<file path="src/rtl/tx_8b10b_sequencer.sv">
// tx_8b10b_sequencer
// Drives the data, K-flag, enable and compliance inputs of an 8B/10B encoder.
// It sends an alignment burst after link enable, then forwards upstream words
// (or idles) with periodic skip ordered sets. It also runs the compliance
// CA/CB pattern on request. One word is emitted per enabled cycle; the
// encoder-facing outputs are registered.
module tx_8b10b_sequencer #(
  parameter int DATA_BYTES    = 2,
  parameter int ALIGN_WORDS   = 16,
  parameter int SKIP_INTERVAL = 1024,
  parameter int SKIP_WORDS    = 2
) (
  input  logic                    i_clk,
  input  logic                    i_rst,
  input  logic                    i_link_en,
  input  logic                    i_tx_enable,
  input  logic                    i_compliance_req,
  input  logic                    i_valid,
  output logic                    o_ready,
  input  logic [DATA_BYTES*8-1:0] i_data,
  input  logic [DATA_BYTES-1:0]   i_datak,
  output logic                    o_enc_enable,
  output logic                    o_enc_compliance,
  output logic [DATA_BYTES*8-1:0] o_enc_data,
  output logic [DATA_BYTES-1:0]   o_enc_datak,
  output logic                    o_link_up,
  output logic [2:0]              o_state
);
  localparam int DW = DATA_BYTES * 8;
  localparam int AW = $clog2(ALIGN_WORDS) + 1;
  localparam int IW = $clog2(SKIP_INTERVAL) + 1;
  localparam int SW = $clog2(SKIP_WORDS) + 1;

  localparam logic [DW-1:0]         ALIGN_DATA = {DATA_BYTES{8'hBC}};
  localparam logic [DW-1:0]         SKIP_DATA  = {DATA_BYTES{8'h1C}};
  localparam logic [DW-1:0]         CB_DATA    = {DATA_BYTES{8'hB5}};
  localparam logic [DATA_BYTES-1:0] ALL_K      = '1;
  localparam logic [DATA_BYTES-1:0] IDLE_K     = DATA_BYTES'(1);

  typedef enum logic [2:0] {
    S_OFF   = 3'd0,
    S_ALIGN = 3'd1,
    S_RUN   = 3'd2,
    S_SKIP  = 3'd3,
    S_COMP  = 3'd4
  } state_t;

  state_t              r_state, w_state_next;
  logic [AW-1:0]       r_align_cnt, w_align_cnt_next;
  logic [IW-1:0]       r_skip_cnt, w_skip_cnt_next;
  logic [SW-1:0]       r_skipw_cnt, w_skipw_cnt_next;
  logic                r_phase_cb, w_phase_cb_next;   // 1 = next compliance word is CB
  logic                r_first_ca, w_first_ca_next;   // next CA is the first after entry
  logic                w_emit;
  logic                w_word_comp;
  logic [DW-1:0]       w_word_data;
  logic [DATA_BYTES-1:0] w_word_k;
  logic                w_fire;
  logic [DW-1:0]       w_idle_data;

  // IDLE word: K28.5 in byte 0, D16.2 in every other byte
  genvar gi;
  generate
    for (gi = 0; gi < DATA_BYTES; gi++) begin : g_idle
      assign w_idle_data[gi*8 +: 8] = (gi == 0) ? 8'hBC : 8'h50;
    end
  endgenerate

  assign o_ready = i_tx_enable && i_link_en && !i_compliance_req && (r_state == S_RUN);
  assign w_fire  = i_valid && o_ready;

  // Next-state, counter updates and the word to emit this cycle
  always_comb begin
    w_state_next     = r_state;
    w_align_cnt_next = r_align_cnt;
    w_skip_cnt_next  = r_skip_cnt;
    w_skipw_cnt_next = r_skipw_cnt;
    w_phase_cb_next  = r_phase_cb;
    w_first_ca_next  = r_first_ca;
    w_emit           = 1'b0;
    w_word_comp      = 1'b0;
    w_word_data      = '0;
    w_word_k         = '0;
    if (!i_link_en) begin
      w_state_next = S_OFF;
    end else if (i_tx_enable) begin
      case (r_state)
        S_OFF: begin
          w_state_next     = S_ALIGN;
          w_align_cnt_next = '0;
        end
        S_ALIGN: begin
          w_emit           = 1'b1;
          w_word_data      = ALIGN_DATA;
          w_word_k         = ALL_K;
          w_align_cnt_next = r_align_cnt + AW'(1);
          if (r_align_cnt == AW'(ALIGN_WORDS - 1)) begin
            w_state_next    = S_RUN;
            w_skip_cnt_next = '0;
          end
        end
        S_RUN: begin
          w_emit          = 1'b1;
          w_word_data     = w_fire ? i_data : w_idle_data;
          w_word_k        = w_fire ? i_datak : IDLE_K;
          w_skip_cnt_next = r_skip_cnt + IW'(1);
          if (r_skip_cnt == IW'(SKIP_INTERVAL - 1)) begin
            w_state_next     = S_SKIP;
            w_skipw_cnt_next = '0;
          end
        end
        S_SKIP: begin
          w_emit           = 1'b1;
          w_word_data      = SKIP_DATA;
          w_word_k         = ALL_K;
          w_skipw_cnt_next = r_skipw_cnt + SW'(1);
          if (r_skipw_cnt == SW'(SKIP_WORDS - 1)) begin
            w_state_next    = S_RUN;
            w_skip_cnt_next = '0;
          end
        end
        S_COMP: begin
          w_emit = 1'b1;
          if (!r_phase_cb) begin
            w_word_data     = ALIGN_DATA;
            w_word_k        = ALL_K;
            w_word_comp     = r_first_ca;
            w_first_ca_next = 1'b0;
            w_phase_cb_next = 1'b1;
          end else begin
            w_word_data     = CB_DATA;
            w_word_k        = '0;
            w_phase_cb_next = 1'b0;
            // A release is only honoured once the CB closes the pair
            if (!i_compliance_req) begin
              w_state_next     = S_ALIGN;
              w_align_cnt_next = '0;
            end
          end
        end
        default: w_state_next = S_OFF;
      endcase
      // Compliance entry overrides the normal transition; this cycle's word still goes out
      if (i_compliance_req && (r_state inside {S_ALIGN, S_RUN, S_SKIP})) begin
        w_state_next    = S_COMP;
        w_phase_cb_next = 1'b0;
        w_first_ca_next = 1'b1;
      end
    end
  end

  // State, counters and registered encoder/status outputs
  always_ff @(posedge i_clk) begin
    if (i_rst) begin
      r_state          <= S_OFF;
      r_align_cnt      <= '0;
      r_skip_cnt       <= '0;
      r_skipw_cnt      <= '0;
      r_phase_cb       <= 1'b0;
      r_first_ca       <= 1'b0;
      o_enc_enable     <= 1'b0;
      o_enc_compliance <= 1'b0;
      o_enc_data       <= '0;
      o_enc_datak      <= '0;
      o_link_up        <= 1'b0;
      o_state          <= 3'd0;
    end else begin
      r_state          <= w_state_next;
      r_align_cnt      <= w_align_cnt_next;
      r_skip_cnt       <= w_skip_cnt_next;
      r_skipw_cnt      <= w_skipw_cnt_next;
      r_phase_cb       <= w_phase_cb_next;
      r_first_ca       <= w_first_ca_next;
      o_enc_enable     <= w_emit;
      o_enc_compliance <= w_word_comp;
      if (w_emit) begin
        o_enc_data  <= w_word_data;
        o_enc_datak <= w_word_k;
      end
      o_link_up <= (w_state_next == S_RUN) || (w_state_next == S_SKIP);
      o_state   <= w_state_next;
    end
  end

endmodule
</file>
<file path="config.mk">
export PLATFORM = sky130hd
export DESIGN_NAME = tx_8b10b_sequencer
export DESIGN_NICKNAME = d
export VERILOG_FILES = /design/src/rtl/tx_8b10b_sequencer.sv
export SDC_FILE = /design/constraint.sdc
export NUM_CORES = 1
export LEC_CHECK = 0
export ABC_AREA = 0
export CAP_MARGIN = 10
export CORE_MARGIN = 2
export CORE_UTILIZATION = 49
export DETAILED_ROUTE_END_ITERATION = 7
export GPL_ROUTABILITY_DRIVEN = 0
export GPL_TIMING_DRIVEN = 1
export PLACE_DENSITY = 0.79
export RECOVER_POWER = 50
export SYNTH_ARGS = -nofsm -noshare
export SYNTH_HDL_FRONTEND = slang
export SYNTH_SLANG_ARGS = --single-unit
</file>
<file path="constraint.sdc">
create_clock -name i_clk -period 2.45 [get_ports i_clk]
set_input_delay 0.3675 -clock i_clk [delete_from_list [all_inputs] [get_ports i_clk]]
set_output_delay 0.3675 -clock i_clk [all_outputs]
set_load 0.01 [all_outputs]
</file>
==> results.sh <==
export IMPL_status="finished clean"
export IMPL_p_per_area_nw_per_um2=532
export IMPL_wl_per_cell_um=14.3
export IMPL_grt_pass1_vias=1878
export IMPL_crit_slowest_cell="clkdlybuf4s50_1"
export IMPL_critical_path_required_ns=2.08
export IMPL_finalHoldViolations=0
export IMPL_dp_hpwl_um=3610
export IMPL_rsz0062_at_grt="no"
export IMPL_routed_wl_um=5000
export IMPL_drc=0
export IMPL_use_met3=0.0596
export IMPL_clock_path_buffers=2
export IMPL_ir_worst_vdd_uv=356
export IMPL_synth_seq_area_share=0.418
export IMPL_arrival_ns=1.89
export IMPL_antenna_cells=0
export IMPL_tritoncts="yes"
export IMPL_ys_flop_type="dfxtp_1"
export IMPL_max_slew_margin=0.530
export IMPL_holdBufCountCts=0
export IMPL_pin_count=49
export IMPL_syn_area_per_cell_um2=8.53
export IMPL_drt_iter0_drc=100
export IMPL_syn_num_nets=275
export IMPL_fp_row_count=23
export IMPL_use_met1=0.295
export IMPL_start_util=0.519
export IMPL_worstPathCellList="clkdlybuf4s50_1, and2_0, and2_1, clkdlybuf4s50_1"
export IMPL_grt_start_max_net_pins=28
export IMPL_vias=1982
export IMPL_endpoint_kind="primary output"
export IMPL_syn_area_um2=2110
export IMPL_synth_cell_type_count=53
export IMPL_final_net_count=326
export IMPL_async_flop_share=0
export IMPL_synth_edff_count=0
export IMPL_crit_type="input pin to primary output"
export IMPL_max_freq_mhz=443
export IMPL_antenna_found_initial=0
export IMPL_crit_top_cell="clkdlybuf4s50_1"
export IMPL_synth_cells=247
export IMPL_use_met2=0.339
export IMPL_cts_sinks=44
export IMPL_finalSetupViolations=0
export IMPL_synth_seq_cells=44
export IMPL_hold_path_class="register to register"
export IMPL_grtUsageTotal=0.220
export IMPL_slew_viol_final=0
export IMPL_post_cts_setup_buffers=0
export IMPL_grt_pass1_wl_um=8670
export IMPL_die_width_um=69.6
export IMPL_fin_tns_setup_ns=0
export IMPL_fin_skew_ns=0.0102
export IMPL_grt_overflow_total=0
export IMPL_place_area_um2=2640
export IMPL_p_leak_nw=1.01
export IMPL_drt_pass1_iterations=4
export IMPL_clk_latency_ns=0.30
export IMPL_detail_route_vias_per_cell=5.68
export IMPL_core_area_um2=4060
export IMPL_worst_path_buf_inv=2
export IMPL_path_max_fanout=4
export IMPL_cp_start_kind="input pin"
export IMPL_clkSlewWorstSetupHoldPaths_ns=0.09
export IMPL_finalCriticalPeriod_ns=2.26
export IMPL_grt_busiest_layer="met2"
export IMPL_area_growth_pct=30.8
export IMPL_cts_root_buffer="clkbuf_8"
export IMPL_htreeDepth=2
export IMPL_dieArea_um2=4840
export IMPL_drive_above_1_share=0.0803
export IMPL_antenna_left=0
export IMPL_crit_family="buffers and inverters"
export IMPL_numCtsBuffers=5
export IMPL_port_buffers=48
export IMPL_fin_crit_sh=0.921
export IMPL_design_area_um2=2760
export IMPL_slowest_delay_ns=0.56
export IMPL_drv_cap=0
export IMPL_nFillCells=352
export IMPL_fp_dieH_um=69.6
export IMPL_yosys_warnings=0
export IMPL_tightest_slew_ns=0.703
==> worst reg2reg max path, stage by stage, from the launching register on <==
cell and delay, ns:
dfxtp_1 0.34, ha_1 0.23, and3_1 0.19, ha_1 0.20, mux2_2 0.30, o2111ai_2 0.38, buf_4 0.23, mux2i_1 0.18
nor2_1 0.05
==> metrics by stage <==
step	worst slack (ns)	utilization	hold WS (ns)	total power, mW	instances
6_report	0.194	0.679	0.459	1.47	349
5_1_grt	0.0597	0.679	0.473	1.52	349
4_1_cts	0.0990	0.683	0.457	1.48	349
3_5_place_dp	0.127	0.652	0.444	0.877	341
3_3_place_gp	0.173	0.652	0.438	0.876	341
2_1_floorplan	0.434	-	0.432	0.804	247
==> placed cells by master, fill, tap and decap left out, types with 6 or more instances in the layout <==
master and n:
clkbuf_8 7, nand3_1 9, nor2_1 17, buf_4 8
clkdlybuf4s50_1 27, nand2_1 20, dfxtp_1 43, dlygate4sd3_1 21
inv_1 9, or3_1 9, a21oi_1 24, o21ai_0 18
and3_1 6
==> worst paths after layout <==
| kind | cells past startpoint | startpoint | endpoint | slack, ns |
|---|---|---|---|---|
| max | 4 | i_link_en | o_ready | 0.19 |
| min | 2 | r_align_cnt[4] | r_align_cnt[4] | 0.46 |
| max reg2reg | 8 | r_align_cnt[0] | r_skip_cnt[1] | 0.24 |
| min reg2reg | 2 | r_align_cnt[4] | r_align_cnt[4] | 0.46 |
==> logic make-up (layout without fill, tap and decap cells) <==
group | after synthesis | in the layout | synth area share
flops | 44 | 44 | 0.418
simple gates | 91 | 91 | 0.239
xor+xnor | 1 | 1 | 0.00416
mux | 2 | 2 | 0.0101
compound gates | 80 | 80 | 0.244
fa+ha+maj | 4 | 4 | 0.0238
buf+inv | 25 | 77 | 0.0612
==> layout make-up <==
type / count / area, um^2 / area share
timing repair buffer: 60 / 556 / 0.202
sequential: 44 / 882 / 0.320
multi-input combinational: 178 / 1090 / 0.397
tap: 50 / 62.6 / 0.0227
inverter: 9 / 33.8 / 0.0123
clock inverter: 1 / 30.0 / 0.0109
clock buffer: 7 / 96.3 / 0.0350
==> repair_timing <==
action / in CTS / in global routing
resized for setup: 0 / 2
hold endpoints to repair: 0 / 0
endpoints found under the setup margin: 0 / 1
==> cell usage after synthesis (3+ instances only) <==
library cell / instances / area share
dfxtp_1: 44 / 0.42
o221a_2: 3 / 0.016
nand3_1: 9 / 0.021
inv_1: 9 / 0.016
nor2_1: 17 / 0.030
a211oi_1: 5 / 0.018
or3_1: 9 / 0.027
a22oi_1: 5 / 0.018
nand3b_1: 3 / 0.011
ha_1: 4 / 0.024
a21oi_1: 24 / 0.057
o31ai_1: 3 / 0.011
a31oi_1: 3 / 0.0089
o22ai_1: 5 / 0.015
buf_2: 3 / 0.0071
nand2_1: 19 / 0.034
clkbuf_1: 7 / 0.012
o21bai_1: 3 / 0.011
or4_1: 5 / 0.018
o21ai_0: 18 / 0.043
and3_1: 6 / 0.018
buf_6: 3 / 0.016
==> state kept, by name (all words and copies together) (netlist names) <==
register,cells
o_enc_data,16
o_enc_enable,1
r_align_cnt,5
o_link_up,1
r_first_ca,1
r_skipw_cnt,2
r_phase_cb,1
r_skip_cnt,11
r_state,3
o_enc_datak,2
o_enc_compliance,1
==> per-layer routing <==
| layer | vias up | share of wire |
|---|---|---|
| li1 | 1008 | - |
| met1 | 913 | 0.48 |
| met2 | 57 | 0.44 |
| met3 | 4 | 0.071 |
| met4 | 0 | 0.011 |
| met5 | - | 0 |
==> report_power, final <==
group          internal [mW]  switching (mW)
clock                  0.360           0.250
sequential             0.723         0.00553
combinational         0.0674          0.0597
(Power assumes the default switching activity.)
